==> src/rtl/keypad_pkg.sv <==
// Shared types, constants and helpers for the 4x4 matrix keypad scanner.
package keypad_pkg;

    typedef enum logic [1:0] {
        SCAN     = 2'd0,
        DEBOUNCE = 2'd1,
        HELD     = 2'd2,
        RELEASE  = 2'd3
    } state_t;

    localparam logic [3:0] COL_RESET = 4'b1110;
    localparam logic [3:0] ROWS_IDLE = 4'hF;

    // Index of the lowest active-low row; rows with a lower index win ties.
    function automatic logic [1:0] first_low(input logic [3:0] row);
        logic [1:0] idx;
        if (!row[0]) begin
            idx = 2'd0;
        end else if (!row[1]) begin
            idx = 2'd1;
        end else if (!row[2]) begin
            idx = 2'd2;
        end else begin
            idx = 2'd3;
        end
        return idx;
    endfunction

endpackage

==> src/rtl/keypad_if.sv <==
// Keypad pad signals plus the decoded key report, grouped for the scanner port.
interface keypad_if;
    import keypad_pkg::*;

    logic [3:0] row;
    logic [3:0] col;
    logic [3:0] key_code;
    logic       key_valid;
    logic       key_held;

    modport master (
        input  row,
        output col,
        output key_code,
        output key_valid,
        output key_held
    );

    modport slave (
        output row,
        input  col,
        input  key_code,
        input  key_valid,
        input  key_held
    );

endinterface

==> src/rtl/keypad_col_ring.sv <==
// Active-low one-hot column driver that rotates one position per advance.
module keypad_col_ring
    import keypad_pkg::*;
(
    input  logic       clk,
    input  logic       reset,
    input  logic       advance,
    output logic [3:0] col,
    output logic [1:0] col_idx
);

    logic [3:0] ring_r;
    logic [1:0] idx_r;

    // Rotate the driven column; the index tracks the position of the low bit.
    always_ff @(posedge clk) begin
        if (reset) begin
            ring_r <= COL_RESET;
            idx_r  <= 2'd0;
        end else if (advance) begin
            ring_r <= {ring_r[2:0], ring_r[3]};
            idx_r  <= idx_r + 2'd1;
        end else begin
            ring_r <= ring_r;
            idx_r  <= idx_r;
        end
    end

    assign col     = ring_r;
    assign col_idx = idx_r;

endmodule

==> src/rtl/keypad_scanner.sv <==
// 4x4 keypad scanner: row synchroniser, scan-tick divider, debounce FSM.
// Optional auto-repeat of key_valid while a key is held: define KEYPAD_REPEAT_EN.
module keypad_scanner
    import keypad_pkg::*;
#(
    parameter int SCAN_DIV       = 1000,
    parameter int DEBOUNCE_TICKS = 4,
    parameter int REPEAT_TICKS   = 250
) (
    input logic       clk,
    input logic       reset,
    keypad_if.master  kif
);

    localparam int DIV_W = $clog2(SCAN_DIV);
    localparam int DEB_W = $clog2(DEBOUNCE_TICKS + 1);
    localparam logic [DIV_W-1:0] DIV_LAST = DIV_W'(SCAN_DIV - 1);
    localparam logic [DEB_W-1:0] DEB_DONE = DEB_W'(DEBOUNCE_TICKS);
    localparam logic [DEB_W-1:0] DEB_ONE  = DEB_W'(1);

    if (SCAN_DIV < 2 || DEBOUNCE_TICKS < 1 || REPEAT_TICKS < 1) begin : g_param_check
        $error("keypad_scanner: parameter out of range");
    end

    logic [3:0]       row_meta_r;
    logic [3:0]       row_sync_r;
    logic [DIV_W-1:0] div_cnt_r;
    logic             tick_s;

    state_t           state_r, state_s;
    logic [DEB_W-1:0] deb_r, deb_s, deb_inc_s;
    logic [1:0]       row_idx_r, row_idx_s;
    logic [3:0]       key_code_r, key_code_s;
    logic             key_valid_r, key_valid_s;
    logic             key_held_r, key_held_s;
    logic             accept_s;
    logic             advance_s;
    logic             row_low_s;
    logic [1:0]       col_idx_s;
    logic [3:0]       col_s;

    keypad_col_ring u_col_ring (
        .clk     (clk),
        .reset   (reset),
        .advance (advance_s),
        .col     (col_s),
        .col_idx (col_idx_s)
    );

    // Two-flop synchroniser for the asynchronous rows; idle (all high) out of reset.
    always_ff @(posedge clk) begin
        if (reset) begin
            row_meta_r <= ROWS_IDLE;
            row_sync_r <= ROWS_IDLE;
        end else begin
            row_meta_r <= kif.row;
            row_sync_r <= row_meta_r;
        end
    end

    // Scan-tick divider: one tick per SCAN_DIV cycles, giving columns time to settle.
    always_ff @(posedge clk) begin
        if (reset) begin
            div_cnt_r <= '0;
        end else if (tick_s) begin
            div_cnt_r <= '0;
        end else begin
            div_cnt_r <= div_cnt_r + DIV_W'(1);
        end
    end

    assign tick_s    = (div_cnt_r == DIV_LAST);
    assign deb_inc_s = deb_r + DEB_ONE;
    assign row_low_s = ~row_sync_r[row_idx_r];

    // Next-state logic; only the latched row matters once a column is frozen.
    always_comb begin
        state_s    = state_r;
        deb_s      = deb_r;
        row_idx_s  = row_idx_r;
        key_code_s = key_code_r;
        key_held_s = key_held_r;
        accept_s   = 1'b0;
        advance_s  = 1'b0;
        if (tick_s) begin
            case (state_r)
                SCAN: begin
                    if (row_sync_r == ROWS_IDLE) begin
                        advance_s = 1'b1;
                    end else begin
                        row_idx_s = first_low(row_sync_r);
                        deb_s     = DEB_ONE;
                        if (DEB_ONE == DEB_DONE) begin
                            key_code_s = {row_idx_s, col_idx_s};
                            accept_s   = 1'b1;
                            key_held_s = 1'b1;
                            state_s    = HELD;
                        end else begin
                            state_s = DEBOUNCE;
                        end
                    end
                end
                DEBOUNCE: begin
                    if (row_low_s) begin
                        deb_s = deb_inc_s;
                        if (deb_inc_s == DEB_DONE) begin
                            key_code_s = {row_idx_r, col_idx_s};
                            accept_s   = 1'b1;
                            key_held_s = 1'b1;
                            state_s    = HELD;
                        end else begin
                            state_s = DEBOUNCE;
                        end
                    end else begin
                        state_s   = SCAN;
                        advance_s = 1'b1;
                    end
                end
                HELD: begin
                    if (!row_low_s) begin
                        deb_s = DEB_ONE;
                        if (DEB_ONE == DEB_DONE) begin
                            key_held_s = 1'b0;
                            advance_s  = 1'b1;
                            state_s    = SCAN;
                        end else begin
                            state_s = RELEASE;
                        end
                    end else begin
                        state_s = HELD;
                    end
                end
                RELEASE: begin
                    if (!row_low_s) begin
                        deb_s = deb_inc_s;
                        if (deb_inc_s == DEB_DONE) begin
                            key_held_s = 1'b0;
                            advance_s  = 1'b1;
                            state_s    = SCAN;
                        end else begin
                            state_s = RELEASE;
                        end
                    end else begin
                        // Release bounce: resume holding without reporting a new key.
                        state_s = HELD;
                    end
                end
                default: begin
                    state_s    = SCAN;
                    key_held_s = 1'b0;
                end
            endcase
        end else begin
            state_s = state_r;
        end
    end

`ifdef KEYPAD_REPEAT_EN
    localparam int REP_W = $clog2(REPEAT_TICKS + 1);
    localparam logic [REP_W-1:0] REP_DONE = REP_W'(REPEAT_TICKS);

    logic [REP_W-1:0] rep_cnt_r, rep_cnt_s, rep_inc_s;
    logic             held_entry_s;
    logic             held_tick_s;
    logic             repeat_pulse_s;

    assign held_entry_s = (state_s == HELD) && (state_r != HELD);
    assign held_tick_s  = tick_s && (state_r == HELD) && (state_s == HELD);
    assign rep_inc_s    = rep_cnt_r + REP_W'(1);

    // Repeat counter restarts on every entry to HELD, including a release bounce.
    always_comb begin
        rep_cnt_s      = rep_cnt_r;
        repeat_pulse_s = 1'b0;
        if (held_entry_s) begin
            rep_cnt_s = '0;
        end else if (held_tick_s) begin
            if (rep_inc_s == REP_DONE) begin
                rep_cnt_s      = '0;
                repeat_pulse_s = 1'b1;
            end else begin
                rep_cnt_s = rep_inc_s;
            end
        end else begin
            rep_cnt_s = rep_cnt_r;
        end
    end

    // Repeat counter register.
    always_ff @(posedge clk) begin
        if (reset) begin
            rep_cnt_r <= '0;
        end else begin
            rep_cnt_r <= rep_cnt_s;
        end
    end

    assign key_valid_s = accept_s | repeat_pulse_s;
`else
    assign key_valid_s = accept_s;
`endif

    // FSM state and registered outputs.
    always_ff @(posedge clk) begin
        if (reset) begin
            state_r     <= SCAN;
            deb_r       <= '0;
            row_idx_r   <= 2'd0;
            key_code_r  <= 4'd0;
            key_valid_r <= 1'b0;
            key_held_r  <= 1'b0;
        end else begin
            state_r     <= state_s;
            deb_r       <= deb_s;
            row_idx_r   <= row_idx_s;
            key_code_r  <= key_code_s;
            key_valid_r <= key_valid_s;
            key_held_r  <= key_held_s;
        end
    end

    assign kif.col       = col_s;
    assign kif.key_code  = key_code_r;
    assign kif.key_valid = key_valid_r;
    assign kif.key_held  = key_held_r;

endmodule

==> src/flat_wrapper.sv <==
// flat-port wrapper written by rule: the top's interface ports become plain ports
module keypad_scanner_flat import keypad_pkg::*;
#(
    parameter int SCAN_DIV       = 1000,
    parameter int DEBOUNCE_TICKS = 4,
    parameter int REPEAT_TICKS   = 250
)
  (clk, reset, kif_row, kif_col, kif_key_code, kif_key_valid, kif_key_held);
  keypad_if kif_i ();
  input logic clk;
  input logic reset;
  input wire logic [$bits(kif_i.row)-1:0] kif_row;
  output wire logic [$bits(kif_i.col)-1:0] kif_col;
  output wire logic [$bits(kif_i.key_code)-1:0] kif_key_code;
  output wire logic [$bits(kif_i.key_valid)-1:0] kif_key_valid;
  output wire logic [$bits(kif_i.key_held)-1:0] kif_key_held;
  assign kif_i.row = kif_row;
  assign kif_col = kif_i.col;
  assign kif_key_code = kif_i.key_code;
  assign kif_key_valid = kif_i.key_valid;
  assign kif_key_held = kif_i.key_held;
  keypad_scanner #(.SCAN_DIV(SCAN_DIV), .DEBOUNCE_TICKS(DEBOUNCE_TICKS), .REPEAT_TICKS(REPEAT_TICKS)) u_core (.clk(clk), .reset(reset), .kif(kif_i));
endmodule
==> config.mk <==
export PLATFORM = sky130hd
export DESIGN_NAME = keypad_scanner_flat
export DESIGN_NICKNAME = d
export VERILOG_FILES = /design/src/rtl/keypad_pkg.sv /design/src/rtl/keypad_if.sv /design/src/rtl/keypad_col_ring.sv /design/src/rtl/keypad_scanner.sv /design/src/flat_wrapper.sv
export SDC_FILE = /design/constraint.sdc
export NUM_CORES = 1
export LEC_CHECK = 0
export CAP_MARGIN = 20
export CORE_MARGIN = 2
export CORE_UTILIZATION = 45
export CTS_BUF_LIST = sky130_fd_sc_hd__clkbuf_8 sky130_fd_sc_hd__clkbuf_16
export DETAILED_ROUTE_END_ITERATION = 12
export GPL_TIMING_DRIVEN = 0
export PLACE_DENSITY = 0.68
export SLEW_MARGIN = 20
export SYNTH_ARGS = -nofsm -noshare
export SYNTH_HDL_FRONTEND = slang
export SYNTH_HIERARCHICAL = 1
export SYNTH_SLANG_ARGS = --single-unit
==> constraint.sdc <==
create_clock -name clk -period 5.8 [get_ports clk]
set_input_delay 1.74 -clock clk [delete_from_list [all_inputs] [get_ports clk]]
set_output_delay 1.74 -clock clk [all_outputs]
set_load 0.02 [all_outputs]
Word level (Yosys, flattened, before mapping)

Index checks and enable logic that the tools add are counted.

Bits in registers: 37
Latch bits: 0
Memory bits (writable): 0
Bits in read-only memories: 0
Input bits: 6
Output and inout bits: 10
Word-level logic and storage cells: 68
Memories kept: 0

Add/subtract/negate cells: 3
Multiply operators: 0
Div/mod/pow operators: 0
$lt $le $gt $ge: 1
Equality and inequality tests: 12
Shift operators: 0
Mux-type cells: 28
Bitwise logic cells: 4
Reduce and logical (&&, ||, !) cells: 9

Operators with widths:

| operator              | count |
|---|---|
| $mux 2                | 7 |
| $mux 1                | 12 |
| $mux 3                | 4 |
| $pmux 3 s4            | 1 |
| $add 10x1->10 const B | 1 |
| $eq 10x10->1 const B  | 1 |
| $ne 2x1->1 const B    | 4 |
| $pmux 2 s4            | 1 |
| $reduce_and 6->1      | 1 |
| $reduce_and 5->1      | 1 |
| $eq 2x2->1 const B    | 2 |
| $eq 4x4->1 const B    | 1 |
| $ne 2x2->1 const B    | 2 |
| $not 1->1             | 4 |
| $reduce_and 4->1      | 1 |
| $reduce_or 4->1       | 1 |
| $add 3x1->3 const B   | 1 |
| $eq 3x3->1 const B    | 1 |
| $lt 2x3->1 const B    | 1 |
| $pmux 1 s3            | 1 |
| $reduce_and 3->1      | 1 |
| $add 2x1->2 const B   | 1 |
| $bmux 1 s2            | 1 |
| $eq 2x1->1 const B    | 1 |
| other kinds (5)       | 5 |

Logic depth before layout (Yosys ltp)

Depth after elaboration: 6
Depth in mapped cells: 8
Mapped depth without buffers: 7

Hierarchy

The synthesis kept the hierarchy.

By module, submodules not included:

| module          | times used | cells an instance | area an instance (sq um) | sequential area each (sq um) |
|---|---|---|---|---|
| keypad_scanner  | 1          | 138               | 1325.0                   | 620.6 |
| keypad_col_ring | 1          | 20                | 236.5                    | 120.1 |

Worst setup path after synthesis

No wires, ideal clock.

Path kind: input port to flip-flop
Start: in reset
End: reg u_core.deb_r[2]
Library setup time: 0.072 ns
Arrival: 2.288 ns
Required time: 5.728 ns
Path slack: 3.441 ns
Stages: 2
Path buffers: 0
Cell sequence: or3b_2 mux2i_1

RTL lines:

| what                 | line                  | source |
|---|---|---|
| from (decl)          | flat_wrapper.sv:11    | `input logic reset;` |
| to (signal assigned) | keypad_scanner.sv:214 | `deb_r <= deb_s;` |
| to (decl)            | keypad_scanner.sv:31  | `logic [DEB_W-1:0] deb_r, deb_s, deb_inc_s;` |

Worst setup path in the final report

Start: reg u_core.key_held_r (netlist: u_core/kif.key_held)
End: out kif_key_held

RTL lines:

| what                   | line                  | source |
|---|---|---|
| from (decl)            | keypad_scanner.sv:35  | `logic key_held_r, key_held_s;` |
| from (signal assigned) | keypad_scanner.sv:218 | `key_held_r <= key_held_s;` |
| to (decl)              | flat_wrapper.sv:16    | `output wire logic [$bits(kif_i.key_held)-1:0] kif_key_held;` |

No word-level cell between the ends.

==> impl_metrics.yaml <==
sta:
  tightest_slew_ns: 0.656
  relSlewSlack_pct: 56.0
  period_share_pct: 51.5
  max_freq_mhz: 335
  rsz0062_at_grt: "false"
  skew_ns: 0.00500
  hold_viol: 0
  drv_slew: 0
  setup_viol_count_final: 0
  fin_ws_ns: 2.81
  fin_crit_ns: 2.99
  final.setup.tns_ns: 0
grt:
  antenna_found_initial: 0
  grt_max_degree: 14
  overflow: 0
  grt_pass1_wl_mm: 4.83
  grt_use_total_pct: 15.6
  grt_pass1_vias: 1127
synthesis:
  synth_fp_nets: 168
  synth_ff_type: "dfxtp_1"
  synth_cell_type_count: 44
  synth_area_per_cell_um2: 9.88
  synth.yosys.seq_area_share_pct: 47.4
  synth_edf_count: 0
  synthCells: 158
  syn_area_mm2: 0.00156
  ys_seq_elements: 37
  async_flop_share_pct: 0
  yosys_warnings: 6
placement:
  gp_congestion: 0.777
  dp_slack_ns: 2.61
  io_buffers: 15
  post-dp-hpwl_mm: 2.05
drt:
  drtAntennaViolNets: 0
  drc: 0
  wl_per_cell_um: 12.6
  wirelength_mm: 2.86
  via_per_inst: 5.17
  num_vias: 1174
  first_iter_violations: 50
  first_pass_iters: 4
final_layout:
  final_core_util_pct: 56.1
  mostFrequentLayoutCells: "dfxtp_1, nor2_1, clkdlybuf4s50_1"
  multiInputGateArea_um2: 779
  fill_cells: 312
  layout_commonest_cell: "dfxtp_1"
  syn_to_final_growth_pct: 19.8
  fin_nets: 190
  layout-drive-gt1-share_pct: 15.5
  seqCellArea_um2: 741
  diodes: 0
worst_setup_path:
  slowest_stage: "clkdlybuf4s50_1"
  cp_cell_sequence: "clkdlybuf4s50_1"
  path_buf_inv: 1
  worst-path-max-fanout: 3
  crit_type: "reg -> out"
  critical-path-max-stage-delay_ns: 0.62
  end_kind: "output pin"
  critPathTopFamily: "buffers and inverters"
  arrival_ns: 1.25
  required_ns: 4.06
  start_kind: "flip-flop"
floorplanning:
  pin_count: 16
  start_util_pct: 46.8
  die-height_um: 62.9
  std_cell_rows: 21
  core_mm2: 0.00334
  die_area_mm2: 0.00396
  die_w_um: 62.9
worst_hold_path:
  holdCritPathClass: "reg -> reg"
clock_tree:
  clk-insertion-delay-late_ns: 0.28
  cts_sinks: 37
  htreeDepth: 2
  tritoncts: "built"
  cts_inserted_buffers: 5
  clk_pin_slew_ns: 0.07
  postCtsHoldBufs: 0
  clockBufferDepth: 2
  cts_resized: 0
  cts_setup_buffers: 0
  cts-root-buf: "clkbuf_8"
pwr:
  max-vdd-ir-drop_mv: 0.160
  power_density_mw_per_mm2: 257
  p_leak_nw: 0.716
run_status:
  status: "finished, final reports clean"
run:
  cap_violations: 0
## report_power, final
part | leakage, nW | total (mW) | internal, mW | switching [mW]
Sequential | 0.301 | 0.263 | 0.260 | 0.00372
Combinational | 0.361 | 0.0253 | 0.0127 | 0.0126
Clock | 0.0542 | 0.192 | 0.107 | 0.0849
Total | 0.716 | 0.481 | 0.380 | 0.101
## synthesized netlist by cell type (4+ instances only)
| cell type | number | share of area [%] |
|---|---|---|
| nand3_1 | 7 | 2.2 |
| nand2_1 | 6 | 1.4 |
| a21oi_1 | 4 | 1.3 |
| nor3_1 | 5 | 1.6 |
| clkbuf_1 | 6 | 1.4 |
| ha_1 | 4 | 3.2 |
| nand4_1 | 4 | 1.6 |
| or2_2 | 8 | 3.2 |
| dfxtp_1 | 37 | 47 |
| nand2b_1 | 4 | 1.6 |
| nor2_1 | 18 | 4.3 |
| xor2_1 | 4 | 2.2 |
| mux2i_1 | 8 | 5.1 |
## path summary, 6_finish.rpt
kind / startpoint / end / slack (ns) / cells past startpoint
setup / recovery: u_core/kif.key_held / kif_key_held / 2.81 / 1
hold / removal: u_core/row_meta_r[0] / u_core/row_sync_r[0] / 0.41 / 1
setup reg to reg: u_core/div_cnt_r[0] / u_core/u_col_ring/col[0] / 3.35 / 8
hold reg to reg: u_core/row_meta_r[0] / u_core/row_sync_r[0] / 0.41 / 1
## layout make-up
class	count	area share (%)
buffer	7	1.81
clock buffer	7	5.15
clock inverter	1	0.268
inverter	2	0.401
multi-input combinational	112	41.7
sequential	37	39.6
tap	46	3.08
timing repair buffer	15	8.03
## through the flow
stage / hold WS (ns) / instance area (µm²) / power (mW) / std cells
6_report: 0.413 / 1870 / 0.481 / 227
5_1_grt: 0.432 / 1870 / 0.501 / 227
4_1_cts: 0.416 / 1870 / 0.486 / 227
3_5_place_dp: 0.399 / 1770 / 0.294 / 219
3_3_place_gp: 0.393 / 1770 / 0.293 / 219
2_1_floorplan: 0.389 / 1560 / 0.284 / 158
## sequential cells by signal, indices dropped and copies added, names as in the netlist
name and count:
u_core/deb_r 3, u_core/div_cnt_r 10, u_core/kif.key_code 4, u_core/kif.key_held 1
u_core/kif.key_valid 1, u_core/row_idx_r 2, u_core/row_meta_r 4, u_core/row_sync_r 4
u_core/state_r 2, u_core/u_col_ring/col 4, u_core/u_col_ring/col_idx 2
## layer usage
metal,share of wire (%),GRT usage [%],vias up
li1,-,-,592
met1,47,18.1,558
met2,48,25.7,20
met3,3.5,5.05,4
met4,1.2,8.06,0
met5,0,0,-
## logic make-up after synthesis
family,after synthesis,synth area share [%]
flops,37,47.4
simple gates,73,26.5
fa+ha+maj,4,3.21
compound gates,19,9.70
buf+inv,9,2.64
mux,9,6.57
xor+xnor,7,3.93
No activity file was read; power rests on OpenSTA's default activity.
